==> src/rtl/pipe_pkg.sv <==
// Shared constants for the CPU pipeline registers: per-stage bundle widths,
// control bit positions, the bubble control value and the skid FSM encoding.
package pipe_pkg;

  localparam int DEF_DATA_W = 128;
  localparam int DEF_CTRL_W = 8;
  localparam int DEF_PC_W   = 32;

  localparam int FD_DATA_W = 32;
  localparam int FD_CTRL_W = 8;
  localparam int DE_DATA_W = 128;
  localparam int DE_CTRL_W = 8;
  localparam int EM_DATA_W = 72;
  localparam int EM_CTRL_W = 8;
  localparam int MW_DATA_W = 72;
  localparam int MW_CTRL_W = 8;

  localparam int CTRL_REGWRITE = 0;
  localparam int CTRL_MEMWRITE = 1;
  localparam int CTRL_MEMTOREG = 2;
  localparam int CTRL_SAVEIMM  = 3;
  localparam int CTRL_WRITEPC  = 4;

  // A bubble must never write registers or memory, so every control bit is 0.
  localparam logic [7:0] BUBBLE_CTRL_DEFAULT = 8'h00;

  typedef enum logic [1:0] {
    SKID_EMPTY = 2'd0,
    SKID_ONE   = 2'd1,
    SKID_TWO   = 2'd2
  } skid_state_t;

endpackage

==> src/rtl/pipe_stage_reg_if.sv <==
// Valid/ready stage link carrying the data bundle, control bundle and PC.
interface pipe_stage_reg_if #(
  parameter int DATA_W = 128,
  parameter int CTRL_W = 8,
  parameter int PC_W   = 32
);
  logic              valid;
  logic              ready;
  logic [DATA_W-1:0] data;
  logic [CTRL_W-1:0] ctrl;
  logic [PC_W-1:0]   pc;

  modport master (output valid, output data, output ctrl, output pc, input ready);
  modport slave  (input valid, input data, input ctrl, input pc, output ready);
endinterface

==> src/rtl/pipe_skid_buf.sv <==
// One-entry skid buffer and EMPTY/ONE/TWO FSM; tells the stage register when
// to load its main entry from the input or from the skid entry.
module pipe_skid_buf
  import pipe_pkg::*;
#(
  parameter int DATA_W = DEF_DATA_W,
  parameter int CTRL_W = DEF_CTRL_W,
  parameter int PC_W   = DEF_PC_W
) (
  input  logic              clk,
  input  logic              reset,
  input  logic              flush,
  input  logic              in_valid,
  input  logic [DATA_W-1:0] in_data,
  input  logic [CTRL_W-1:0] in_ctrl,
  input  logic [PC_W-1:0]   in_pc,
  input  logic              out_ready,
  output logic              in_ready,
  output logic              load_main_in,
  output logic              load_main_skid,
  output logic              drain,
  output logic [DATA_W-1:0] skid_data,
  output logic [CTRL_W-1:0] skid_ctrl,
  output logic [PC_W-1:0]   skid_pc
);

  skid_state_t state_q, state_d;
  logic        in_ready_q;
  logic        store_skid;
  logic        in_xfer, out_xfer;

  always_comb begin
    in_xfer        = in_valid && in_ready_q;
    out_xfer       = (state_q != SKID_EMPTY) && out_ready;
    state_d        = state_q;
    load_main_in   = 1'b0;
    load_main_skid = 1'b0;
    drain          = 1'b0;
    store_skid     = 1'b0;
    case (state_q)
      SKID_EMPTY: begin
        if (in_xfer) begin
          state_d      = SKID_ONE;
          load_main_in = 1'b1;
        end
      end
      SKID_ONE: begin
        if (in_xfer && !out_xfer) begin
          state_d    = SKID_TWO;
          store_skid = 1'b1;
        end else if (!in_xfer && out_xfer) begin
          state_d = SKID_EMPTY;
          drain   = 1'b1;
        end else if (in_xfer && out_xfer) begin
          load_main_in = 1'b1;
        end
      end
      SKID_TWO: begin
        if (out_xfer) begin
          state_d        = SKID_ONE;
          load_main_skid = 1'b1;
        end
      end
      default: state_d = SKID_EMPTY;
    endcase
    if (flush) begin
      state_d        = SKID_EMPTY;
      load_main_in   = 1'b0;
      load_main_skid = 1'b0;
      drain          = 1'b0;
      store_skid     = 1'b0;
    end
  end

  // in_ready comes straight from a flop so no combinational path reaches upstream.
  always_ff @(posedge clk) begin
    if (reset) begin
      state_q    <= SKID_EMPTY;
      in_ready_q <= 1'b1;
      skid_data  <= '0;
      skid_ctrl  <= '0;
      skid_pc    <= '0;
    end else begin
      state_q    <= state_d;
      in_ready_q <= (state_d != SKID_TWO);
      if (store_skid) begin
        skid_data <= in_data;
        skid_ctrl <= in_ctrl;
        skid_pc   <= in_pc;
      end
    end
  end

  assign in_ready = in_ready_q;

endmodule

==> src/rtl/pipe_stage_reg.sv <==
// Generic inter-stage pipeline register with valid/ready, flush and a bubble
// counter. Define PIPE_SKID_EN to add a skid entry and a registered in_ready.
module pipe_stage_reg
  import pipe_pkg::*;
#(
  parameter int              DATA_W      = DEF_DATA_W,
  parameter int              CTRL_W      = DEF_CTRL_W,
  parameter int              PC_W        = DEF_PC_W,
  parameter logic [CTRL_W-1:0] BUBBLE_CTRL = CTRL_W'(BUBBLE_CTRL_DEFAULT)
) (
  input  logic                    clk,
  input  logic                    reset,
  input  logic                    flush,
  pipe_stage_reg_if.slave         up,
  pipe_stage_reg_if.master        dn,
  output logic [31:0]             bubble_cnt
);

  logic              main_valid_q;
  logic [DATA_W-1:0] main_data_q;
  logic [CTRL_W-1:0] main_ctrl_q;
  logic [PC_W-1:0]   main_pc_q;
  logic [31:0]       bubble_cnt_q;

  logic              in_ready;
  logic              load_in, load_skid, drain;
  logic [DATA_W-1:0] skid_data;
  logic [CTRL_W-1:0] skid_ctrl;
  logic [PC_W-1:0]   skid_pc;

`ifdef PIPE_SKID_EN
  pipe_skid_buf #(
    .DATA_W (DATA_W),
    .CTRL_W (CTRL_W),
    .PC_W   (PC_W)
  ) u_skid (
    .clk            (clk),
    .reset          (reset),
    .flush          (flush),
    .in_valid       (up.valid),
    .in_data        (up.data),
    .in_ctrl        (up.ctrl),
    .in_pc          (up.pc),
    .out_ready      (dn.ready),
    .in_ready       (in_ready),
    .load_main_in   (load_in),
    .load_main_skid (load_skid),
    .drain          (drain),
    .skid_data      (skid_data),
    .skid_ctrl      (skid_ctrl),
    .skid_pc        (skid_pc)
  );
`else
  always_comb begin
    in_ready  = dn.ready || !main_valid_q;
    load_in   = up.valid && in_ready;
    drain     = main_valid_q && dn.ready && !load_in;
    load_skid = 1'b0;
    skid_data = '0;
    skid_ctrl = '0;
    skid_pc   = '0;
  end
`endif

  // Bubbles get BUBBLE_CTRL written into the register; data and PC keep their
  // last values since nothing downstream looks at them without valid.
  always_ff @(posedge clk) begin
    if (reset) begin
      main_valid_q <= 1'b0;
      main_data_q  <= '0;
      main_ctrl_q  <= BUBBLE_CTRL;
      main_pc_q    <= '0;
    end else if (flush) begin
      main_valid_q <= 1'b0;
      main_ctrl_q  <= BUBBLE_CTRL;
    end else if (load_skid) begin
      main_valid_q <= 1'b1;
      main_data_q  <= skid_data;
      main_ctrl_q  <= skid_ctrl;
      main_pc_q    <= skid_pc;
    end else if (load_in) begin
      main_valid_q <= 1'b1;
      main_data_q  <= up.data;
      main_ctrl_q  <= up.ctrl;
      main_pc_q    <= up.pc;
    end else if (drain) begin
      main_valid_q <= 1'b0;
      main_ctrl_q  <= BUBBLE_CTRL;
    end
  end

  always_ff @(posedge clk) begin
    if (reset) begin
      bubble_cnt_q <= '0;
    end else if (!main_valid_q && (bubble_cnt_q != 32'hFFFF_FFFF)) begin
      bubble_cnt_q <= bubble_cnt_q + 32'd1;
    end
  end

  assign up.ready   = in_ready;
  assign dn.valid   = main_valid_q;
  assign dn.data    = main_data_q;
  assign dn.ctrl    = main_ctrl_q;
  assign dn.pc      = main_pc_q;
  assign bubble_cnt = bubble_cnt_q;

endmodule

==> src/flat_wrapper.sv <==
// flat-port wrapper written by rule: the top's interface ports become plain ports
module pipe_stage_reg_flat import pipe_pkg::*;
#(
  parameter int              DATA_W      = DEF_DATA_W,
  parameter int              CTRL_W      = DEF_CTRL_W,
  parameter int              PC_W        = DEF_PC_W,
  parameter logic [CTRL_W-1:0] BUBBLE_CTRL = CTRL_W'(BUBBLE_CTRL_DEFAULT)
)
  (clk, reset, flush, bubble_cnt, up_valid, up_data, up_ctrl, up_pc, up_ready, dn_valid, dn_data, dn_ctrl, dn_pc, dn_ready);
  pipe_stage_reg_if #(.DATA_W(DATA_W), .CTRL_W(CTRL_W), .PC_W(PC_W)) up_i ();
  pipe_stage_reg_if #(.DATA_W(DATA_W), .CTRL_W(CTRL_W), .PC_W(PC_W)) dn_i ();
  input  logic clk;
  input  logic reset;
  input  logic flush;
  output logic [31:0] bubble_cnt;
  input wire logic [$bits(up_i.valid)-1:0] up_valid;
  input wire logic [$bits(up_i.data)-1:0] up_data;
  input wire logic [$bits(up_i.ctrl)-1:0] up_ctrl;
  input wire logic [$bits(up_i.pc)-1:0] up_pc;
  output wire logic [$bits(up_i.ready)-1:0] up_ready;
  output wire logic [$bits(dn_i.valid)-1:0] dn_valid;
  output wire logic [$bits(dn_i.data)-1:0] dn_data;
  output wire logic [$bits(dn_i.ctrl)-1:0] dn_ctrl;
  output wire logic [$bits(dn_i.pc)-1:0] dn_pc;
  input wire logic [$bits(dn_i.ready)-1:0] dn_ready;
  assign up_i.valid = up_valid;
  assign up_i.data = up_data;
  assign up_i.ctrl = up_ctrl;
  assign up_i.pc = up_pc;
  assign up_ready = up_i.ready;
  assign dn_valid = dn_i.valid;
  assign dn_data = dn_i.data;
  assign dn_ctrl = dn_i.ctrl;
  assign dn_pc = dn_i.pc;
  assign dn_i.ready = dn_ready;
  pipe_stage_reg #(.DATA_W(DATA_W), .CTRL_W(CTRL_W), .PC_W(PC_W), .BUBBLE_CTRL(BUBBLE_CTRL)) u_core (.clk(clk), .reset(reset), .flush(flush), .up(up_i), .dn(dn_i), .bubble_cnt(bubble_cnt));
endmodule
==> config.mk <==
export PLATFORM = sky130hd
export DESIGN_NAME = pipe_stage_reg_flat
export DESIGN_NICKNAME = d
export VERILOG_FILES = /design/src/rtl/pipe_pkg.sv /design/src/rtl/pipe_stage_reg_if.sv /design/src/rtl/pipe_skid_buf.sv /design/src/rtl/pipe_stage_reg.sv /design/src/flat_wrapper.sv
export SDC_FILE = /design/constraint.sdc
export NUM_CORES = 1
export LEC_CHECK = 0
export ABC_AREA = 1
export BUFFER_PORTS_ARGS = -buffer_cell sky130_fd_sc_hd__buf_2
export CAP_MARGIN = 20
export CORE_MARGIN = 2
export CORE_UTILIZATION = 35
export CTS_CLUSTER_SIZE = 12
export DETAILED_ROUTE_END_ITERATION = 16
export GPL_ROUTABILITY_DRIVEN = 0
export MAX_ROUTING_LAYER = met4
export PLACE_DENSITY = 0.62
export SLEW_MARGIN = 0
export SYNTH_ARGS = -nofsm -noshare
export SYNTH_HDL_FRONTEND = slang
export SYNTH_SLANG_ARGS = --single-unit
==> constraint.sdc <==
create_clock -name clk -period 2 [get_ports clk]
set_clock_uncertainty 0.1 [all_clocks]
set_input_delay 0.2 -clock clk [delete_from_list [all_inputs] [get_ports clk]]
set_output_delay 0.2 -clock clk [all_outputs]
set_load 0.05 [all_outputs]
== Yosys cells after proc, flatten, opt, wreduce, memory -nomap -nowiden ==
Index checks and enable logic that the tools add are counted.
Widths: inputs -> output; s select.

* Register bits: 201
* Latch bits: 0
* Bits in writable memories: 0
* Memory bits (read-only): 0
* Input bits: 173
* Output and inout bits: 202
* Memories kept: 0

* Add/sub/neg operators: 1
* Multiply operators: 0
* Divide/modulo/power cells: 0
* Magnitude comparators: 0
* Equal/unequal tests: 1
* Shifts and indexed selects: 0
* Mux-type cells: 4
* Bitwise gates (word level): 1
* Reduce and logical (&&, ||, !) cells: 10

{| class="wikitable"
|+ Operators with widths
! kind !! number
|-
| $add 32x1->32 const B || 1
|-
| $ne 32x32->1 const B || 1
|-
| $mux 8 || 2
|-
| $logic_and 1x1->1 || 4
|-
| $logic_not 1->1 || 2
|-
| $mux 1 || 2
|-
| $reduce_and 2->1 || 1
|-
| $reduce_bool 2->1 || 1
|-
| $reduce_or 2->1 || 1
|-
| $logic_or 1x1->1 || 1
|-
| $not 1->1 || 1
|}

== Logic depth before layout (Yosys ltp) ==
Gate-level depths: netlist (run 1).

* Depth after elaboration: 7
* Depth in mapped cells: 11

== Least setup slack after synthesis (run 1) ==
No wires, ideal clock.

* Path type: register to register
* From: register u_core.bubble_cnt_q[0], in the netlist u_core.bubble_cnt[0]
* To: register u_core.bubble_cnt_q[28], in the netlist u_core.bubble_cnt[28]
* Setup time: 117 ps
* Arrival: 1,849 ps
* Required time: 1,783 ps
* Slack: -66 ps
* Stages on the path, launching flop included: 10
* Cell sequence: dfxtp_1 ha_1 nand2_2 nor2_4 nand2_2 nor2_2 nand3_2 buf_2 a21oi_1 nor2_1

* Longest elaborated chain between the ends: 2
* Elaborated cells between the ends (all ways): 3
* Classes of those cells: add/sub (1); eq/ne (1); reduce/logical (1)

{| class="wikitable"
|+ RTL lines
! item !! line !! text
|-
| from (decl) || pipe_stage_reg.sv:23 || <nowiki>logic [31:0] bubble_cnt_q;</nowiki>
|-
| from (signal assigned) || pipe_stage_reg.sv:96 || <nowiki>bubble_cnt_q <= bubble_cnt_q + 32'd1;</nowiki>
|-
| branches (longest 2 deep; another with $add 32x1->32) || - ||
|}

Several ways; the timed one is not identified.
A chain may end at the register's enable or synchronous reset.

== Worst setup path after layout (run 1) ==
* From: input port dn_ready
* To: output port up_ready

* Longest elaborated chain between the ends: 1

{| class="wikitable"
|+ RTL lines
! item !! line !! text
|-
| from (decl) || flat_wrapper.sv:25 || <nowiki>input wire logic [$bits(dn_i.ready)-1:0] dn_ready;</nowiki>
|-
| $logic_or 1x1->1 || pipe_stage_reg.sv:55 || <nowiki>in_ready = dn.ready || !main_valid_q;</nowiki>
|-
| to (decl) || flat_wrapper.sv:20 || <nowiki>output wire logic [$bits(up_i.ready)-1:0] up_ready;</nowiki>
|}

Every way passes these cells.

==> flow_summary_export.csv, run 1 <==
group,metric,value,unit
clock_tree,cts_buffer_depth,3,
synth,yosys_warnings,0,
sta,tns,0,ns
drt,vias_per_cell,4.72,
synth,ys_seq_elements,201,
layout,n_fill_cell,2032,
synth,syn-num-nets,1237,
flow_run,cap_violations,0,
floorplanning,initial_utilization,35.5,%
pwr,switching_share,30.0,%
critical_path,start_kind,"input port",
sta,fin_crit,1.87,ns
global_route,track_usage,22.5,%
pwr,power.leakage,5.84,nW
synth,yosys.area.top_type,"dfxtp_1",
clock_tree,tritoncts,"yes",
floorplanning,core,22600,um^2
placed_design,placed_cell_area,10300,um^2
critical_path,cp-startpoint,"dn_ready",
layout,final_layout_size_suffix_gt1_share,29.0,%
synth,synth_top_area_share,50.3,%
critical_path,rrSetupSlack,0.19,ns
drt,route.detailed.drc,0,
drt,drt_iter0_markers,598,
critical_path,max_stage_delay,0.54,ns
clock_tree,clk_pin_slew_worst_paths,0.06,ns
global_route,grt_pass1_wl,42.7,mm
critical_path,crit_buf_inv,5,
sta,holdWs,0.100,ns
critical_path,cp_data_required_time,1.70,ns
drt,drt-total-wl,28.0,mm
drt,detail-route-antenna-nets,0,
placed_design,portBuffers,374,
clock_tree,cts_setup_buffers,0,
critical_path,r2r_cells,8,
synth,synth_edf_count,0,
floorplanning,die-area,24100,um^2
floorplanning,ioPinCount,375,
floorplanning,die_w,155,um
pwr,clkPwrFrac,39.8,%
sta,final-hold-violation-count,0,
drt,dr_total_vias,9013,
pwr,p_seq_share,40.8,%
sta,tightestPinTransition,0.437,ns
floorplanning,die_height,155,um
sta,slew_headroom,70.5,%
synth,synth.avg_cell_area,7.53,um^2
drt,wire_per_inst,14.7,um
layout,final_nets,1781,
floorplanning,rows,55,
critical_path,cp.depth,6,
pwr,ir_drop,746,uV
synth,synthDistinctLibCells,30,
critical_path,crit_chain,"dlygate4sd3_1, buf_2, inv_2, nand2_1, buf_4, buf_2",
clock_tree,clockRootBuffer,"clkbuf_16",
global_route,grt_pass1_vias,8642,
synth,synth.area.top_cells,"dfxtp_1 (50%), a21oi_1 (12%), o21ai_0 (10%)",
synth,ys_top_cells_by_count,"dfxtp_1 (201), a21oi_1 (193), inv_1 (185)",
synth,ys_async_sr_fraction,0,%
placed_design,dpl.hpwl,18.7,mm
global_route,antenna_found_initial,0,
layout,area_delta_synth_final,60.1,%
critical_path,cp_max_fo,11,
clock_tree,cts_resized,0,
global_route,grt_max_degree,97,
sta,setup_viol,0,
sta,setup_slack,0.126,ns
critical_path,crit_slowest_cell,"dlygate4sd3_1",
hold_path,hold_path_class,"in2reg",
layout,stdcell_area,12800,um^2
synth,yosysMostFrequentCell,"dfxtp_1",
layout,n_antenna_cell,0,
pwr,p_switching,3.22,mW
sta,rsz0062_at_grt,"false",
synth,synth_cells,1063,
sta,slew_violations,0,
synth,seq_area_frac_synth,50.3,%
global_route,grt_overflow,0,
clock_tree,clk_latency,0.51,ns
placed_design,pre_cts_slack,0.185,ns
layout,final_util,56.8,%
clock_tree,numCtsBuffers,24,
pwr,pwr-share-comb,19.5,%
synth,syn_area,8000,um^2
critical_path,worstSetupPathType,"in2out",
pwr,power_density,836,nW/um^2
critical_path,critPathCapture,"up_ready",
drt,drt_pre_antenna_iters,5,
outcome,status,"complete, no violations",
critical_path,end_kind,"output pin",
clock_tree,clock_sinks,201,
critical_path,worstPathArrival,1.57,ns
sta,clock.fmax,534,MHz
synth,ys.flop_type,"dfxtp_1",
critical_path,r2r_start,"u_core.bubble_cnt[0]$_SDFFE_PP0P_",
critical_path,path_delay_family,"buffers and inverters",
pwr,p_int,7.49,mW
critical_path,r2r_end,"u_core.bubble_cnt[14]$_SDFFE_PP0P_",
critical_path,crit_top_cell,"buf_2",
sta,fin_crit_sh,93.7,%
clock_tree,cts_max_level,1,
metrics by stage:
step | total power, mW | std cells
after floorplan | 5.68 | 1063
after global placement | 6.21 | 1688
after detailed placement | 6.23 | 1688
after global routing | 11.2 | 1908
after CTS | 10.8 | 1908
final | 10.7 | 1908
routing by layer:
layer / GRT usage, % / up-vias / wire length (um)
li1: - / 4503 / -
met1: 25.6 / 4054 / 11100
met2: 38.5 / 366 / 13800
met3: 4.99 / 90 / 2000
met4: 9.22 / 0 / 1070
met5: - / - / 0
placed cells by master, fill, tap and decap left out, types with 2 or more instances in the layout:
| master | synthesis | final |
|---|---|---|
| dfxtp_2 | 0 | 2 |
| clkbuf_1 | 47 | 6 |
| nor2_4 | 5 | 5 |
| buf_4 | 2 | 25 |
| nor3_1 | 4 | 4 |
| clkinv_2 | 0 | 2 |
| nand3_4 | 1 | 2 |
| o211ai_1 | 8 | 8 |
| clkbuf_8 | 0 | 6 |
| nor2_2 | 4 | 4 |
| a21oi_1 | 193 | 193 |
| dlygate4sd3_1 | 0 | 178 |
| nand4_1 | 8 | 8 |
| nor2_1 | 78 | 78 |
| nand3_1 | 37 | 36 |
| nand3_2 | 7 | 7 |
| inv_1 | 185 | 185 |
| dfxtp_1 | 201 | 199 |
| clkbuf_16 | 0 | 24 |
| inv_2 | 2 | 2 |
| buf_2 | 7 | 374 |
| buf_12 | 0 | 5 |
| nand2_2 | 4 | 4 |
| o21ai_0 | 161 | 161 |
| nand2_1 | 92 | 92 |
worst min-delay path by stage:
stage / slack, ns / cells after the start / end / startpoint
after global placement: 0.33 / 2 / u_core.dn.data[90]$_SDFFE_PP0P_ / u_core.dn.data[90]$_SDFFE_PP0P_
after floorplan: 0.16 / 1 / u_core.bubble_cnt[0]$_SDFFE_PP0P_ / reset
final: 0.10 / 4 / u_core.dn.ctrl[4]$_SDFFE_PP0P_ / flush
after CTS: 0.07 / 4 / u_core.dn.ctrl[4]$_SDFFE_PP0P_ / flush
after global routing: 0.08 / 4 / u_core.dn.ctrl[4]$_SDFFE_PP0P_ / flush
after detailed placement: 0.33 / 2 / u_core.dn.data[104]$_SDFFE_PP0P_ / u_core.dn.data[104]$_SDFFE_PP0P_
power by group through the flow:
stage / logic, mW / registers, mW / clock network, mW
final: 2.08 / 4.37 / 4.26
after global routing: 2.22 / 4.39 / 4.55
after CTS: 2.06 / 4.36 / 4.36
after detailed placement: 1.78 / 4.44 / 0
after global placement: 1.77 / 4.44 / 0
after floorplan: 0.421 / 5.26 / 0
logic make-up after synthesis:
| family | Yosys count | share of synthesized area (%) |
|---|---|---|
| AOI/OAI and AO/OA | 362 | 22.9 |
| buffers and inverters | 252 | 12.4 |
| and+or+nand+nor | 246 | 14.2 |
| DFF | 201 | 50.3 |
| xor gates and xnor gates | 1 | 0.109 |
| adders and majority gates | 1 | 0.156 |
worst register-to-register path, cell delays in order, from the launching register on:
cell     delay, ns
dfxtp_2       0.36
ha_1          0.20
nand2_2       0.09
nor2_4        0.13
nand2_1       0.11
nor2_4        0.13
nand3_4       0.26
a21oi_1       0.25
nor2_1        0.07
flip-flops by register name, indices dropped and copies added, names as in the netlist:
register,cells
u_core.dn.data,128
u_core.bubble_cnt,32
u_core.dn.valid,1
u_core.dn.pc,32
u_core.dn.ctrl,8
area by class of cell:
cell class | count | area (um^2) | share of cell area [%]
clock buffer | 36 | 706 | 5.51
timing repair buffer | 582 | 3940 | 30.8
inverter | 188 | 708 | 5.53
multi-input combinational | 610 | 3000 | 23.4
tap | 285 | 357 | 2.78
sequential | 201 | 4030 | 31.4
clock inverter | 6 | 72.6 | 0.566
timing repair:
item,4_1_cts,5_1_grt
setup endpoints to repair,0,0
endpoints found under the hold margin,172,0
hold buffers,178,0
No activity file was read; power rests on OpenSTA's default activity.
==> run 2: changes to the inputs <==
--- a/config.mk
+++ b/config.mk
@@ -8,13 +8,13 @@
 export ABC_AREA = 1
 export BUFFER_PORTS_ARGS = -buffer_cell sky130_fd_sc_hd__buf_2
 export CAP_MARGIN = 20
-export CORE_MARGIN = 2
+export CORE_MARGIN = 5
 export CORE_UTILIZATION = 35
 export CTS_CLUSTER_SIZE = 12
 export DETAILED_ROUTE_END_ITERATION = 16
 export GPL_ROUTABILITY_DRIVEN = 0
 export MAX_ROUTING_LAYER = met4
-export PLACE_DENSITY = 0.62
+export PLACE_DENSITY_LB_ADDON = 0.15
 export SLEW_MARGIN = 0
 export SYNTH_ARGS = -nofsm -noshare
 export SYNTH_HDL_FRONTEND = slang
==> flow_summary_export.csv, run 2 (synthesis results as in run 1) <==
group,metric,value,unit
critical_path,worstSetupPathType,"reg2reg",
clock_tree,clk_latency,0.51,ns
clock_tree,cts_buffer_depth,3,
sta,clock.fmax,545,MHz
floorplanning,die-area,26000,um^2
global_route,grt_pass1_vias,8579,
drt,route.detailed.drc,0,
floorplanning,die_height,161,um
drt,drt-total-wl,27.9,mm
sta,fin_crit,1.83,ns
layout,final_util,56.8,%
floorplanning,rows,55,
hold_path,hold_path_class,"in2reg",
layout,final_nets,1776,
hold_path,hold_depth,4,
pwr,power_density,835,nW/um^2
sta,rsz0062_at_grt,"false",
floorplanning,core,22600,um^2
drt,drt_iter0_markers,369,
sta,slew_violations,0,
critical_path,worstPathArrival,2.12,ns
clock_tree,clock_sinks,201,
sta,slew_headroom,71.6,%
placed_design,dpl.hpwl,19.4,mm
clock_tree,clk_pin_slew_worst_paths,0.06,ns
layout,largest_reg_flops,128,
critical_path,r2r_cells,8,
layout,multiInputGateArea,3000,um^2
pwr,power.leakage,5.84,nW
sta,tightestPinTransition,0.426,ns
clock_tree,cts_max_level,1,
layout,n_antenna_cell,0,
critical_path,cp_data_required_time,2.29,ns
layout,final_layout_size_suffix_gt1_share,29.1,%
sta,final-hold-violation-count,0,
critical_path,end_kind,"flip-flop",
global_route,grt_max_degree,115,
drt,dr_total_vias,8735,
critical_path,rrSetupSlack,0.17,ns
critical_path,start_kind,"flip-flop",
global_route,grt_overflow,0,
critical_path,crit_slowest_cell,"dfxtp_2",
critical_path,crit_chain,"ha_1, nand2_2, nor2_4, nand2_1, nor2_4, nand3_4, a21oi_1, nor2_1",
layout,final_common_cell,"buf_2",
layout,area_delta_synth_final,60.1,%
global_route,grt_pass1_wl,43.5,mm
sta,holdWs,0.0302,ns
critical_path,cp_max_fo,24,
sta,fin_crit_sh,91.7,%
floorplanning,ioPinCount,375,
global_route,track_usage,20.7,%
drt,drt_pre_antenna_iters,7,
layout,seq_area,4030,um^2
clock_tree,tritoncts,"yes",
placed_design,portBuffers,374,
critical_path,crit_buf_inv,0,
layout,n_fill_cell,2099,
sta,tns,0,ns
floorplanning,die_w,161,um
sta,setup_viol,0,
pwr,ir_drop,649,uV
clock_tree,numCtsBuffers,24,
critical_path,max_stage_delay,0.36,ns
layout,final_cell_mix,"buf_2 (374), dfxtp_1 (199), a21oi_1 (193)",
drt,detail-route-antenna-nets,0,
critical_path,crit_top_cell,"nor2_4",
critical_path,cp.depth,8,
outcome,status,"complete, no violations",
floorplanning,initial_utilization,35.5,%
clock_tree,cts_setup_buffers,0,
clock_tree,clockRootBuffer,"clkbuf_16",
drt,wire_per_inst,14.6,um
drt,vias_per_cell,4.59,
global_route,antenna_found_initial,0,
critical_path,path_delay_family,"simple AND/OR/NAND/NOR gates",
flow_run,cap_violations,0,
-- run 2: area by class of cell --
type	count	share of cell area, %
Clock buffer	34	5.60
Sequential cell	201	31.4
Timing Repair Buffer	577	30.7
Clock inverter	9	0.508
Inverter	188	5.53
Multi-Input combinational cell	610	23.4
Tap cell	285	2.78
-- run 2: worst min-delay path, cell delays in order --
cell and delay, ns:
buf_2 0.08, inv_2 0.08, o211ai_1 0.17, a21oi_1 0.07
-- run 2: repair_timing --
| action | CTS | global route |
|---|---|---|
| resized for setup | 0 | 0 |
| hold buffers | 177 | 0 |
| endpoints found under the hold margin | 172 | 0 |
-- run 2: routing by layer --
metal | global-route usage [%] | routed length, um | up-vias
li1 | - | - | 4498
met2 | 35.1 | 13400 | 319
met1 | 23.9 | 11400 | 3848
met3 | 4.90 | 1880 | 70
met4 | 7.48 | 1080 | 0
met5 | - | 0 | -
-- run 2: through the flow --
stage / instances / cell area [um^2] / setup WS [ns] / power, mW
after floorplan: 1063 / 8010 / 0.0932 / 5.68
after global placement: 1684 / 10300 / 0.199 / 6.23
after detailed placement: 1684 / 10300 / 0.179 / 6.25
after CTS: 1904 / 12800 / 0.158 / 10.8
after global routing: 1904 / 12800 / 0.000329 / 11.2
final: 1904 / 12800 / 0.167 / 10.7
-- run 2: final timing paths --
path	startpoint	end
hold reg to reg	u_core.dn.data[69]$_SDFFE_PP0P_	u_core.dn.data[69]$_SDFFE_PP0P_
setup reg to reg	u_core.bubble_cnt[0]$_SDFFE_PP0P_	u_core.bubble_cnt[18]$_SDFFE_PP0P_
hold / removal	dn_ready	u_core.dn.ctrl[3]$_SDFFE_PP0P_
setup / recovery	u_core.bubble_cnt[0]$_SDFFE_PP0P_	u_core.bubble_cnt[18]$_SDFFE_PP0P_
-- run 2: power breakdown --
group	switching [mW]	internal (mW)
combinational	1.39	0.698
clock	1.75	2.51
sequential	0.117	4.24
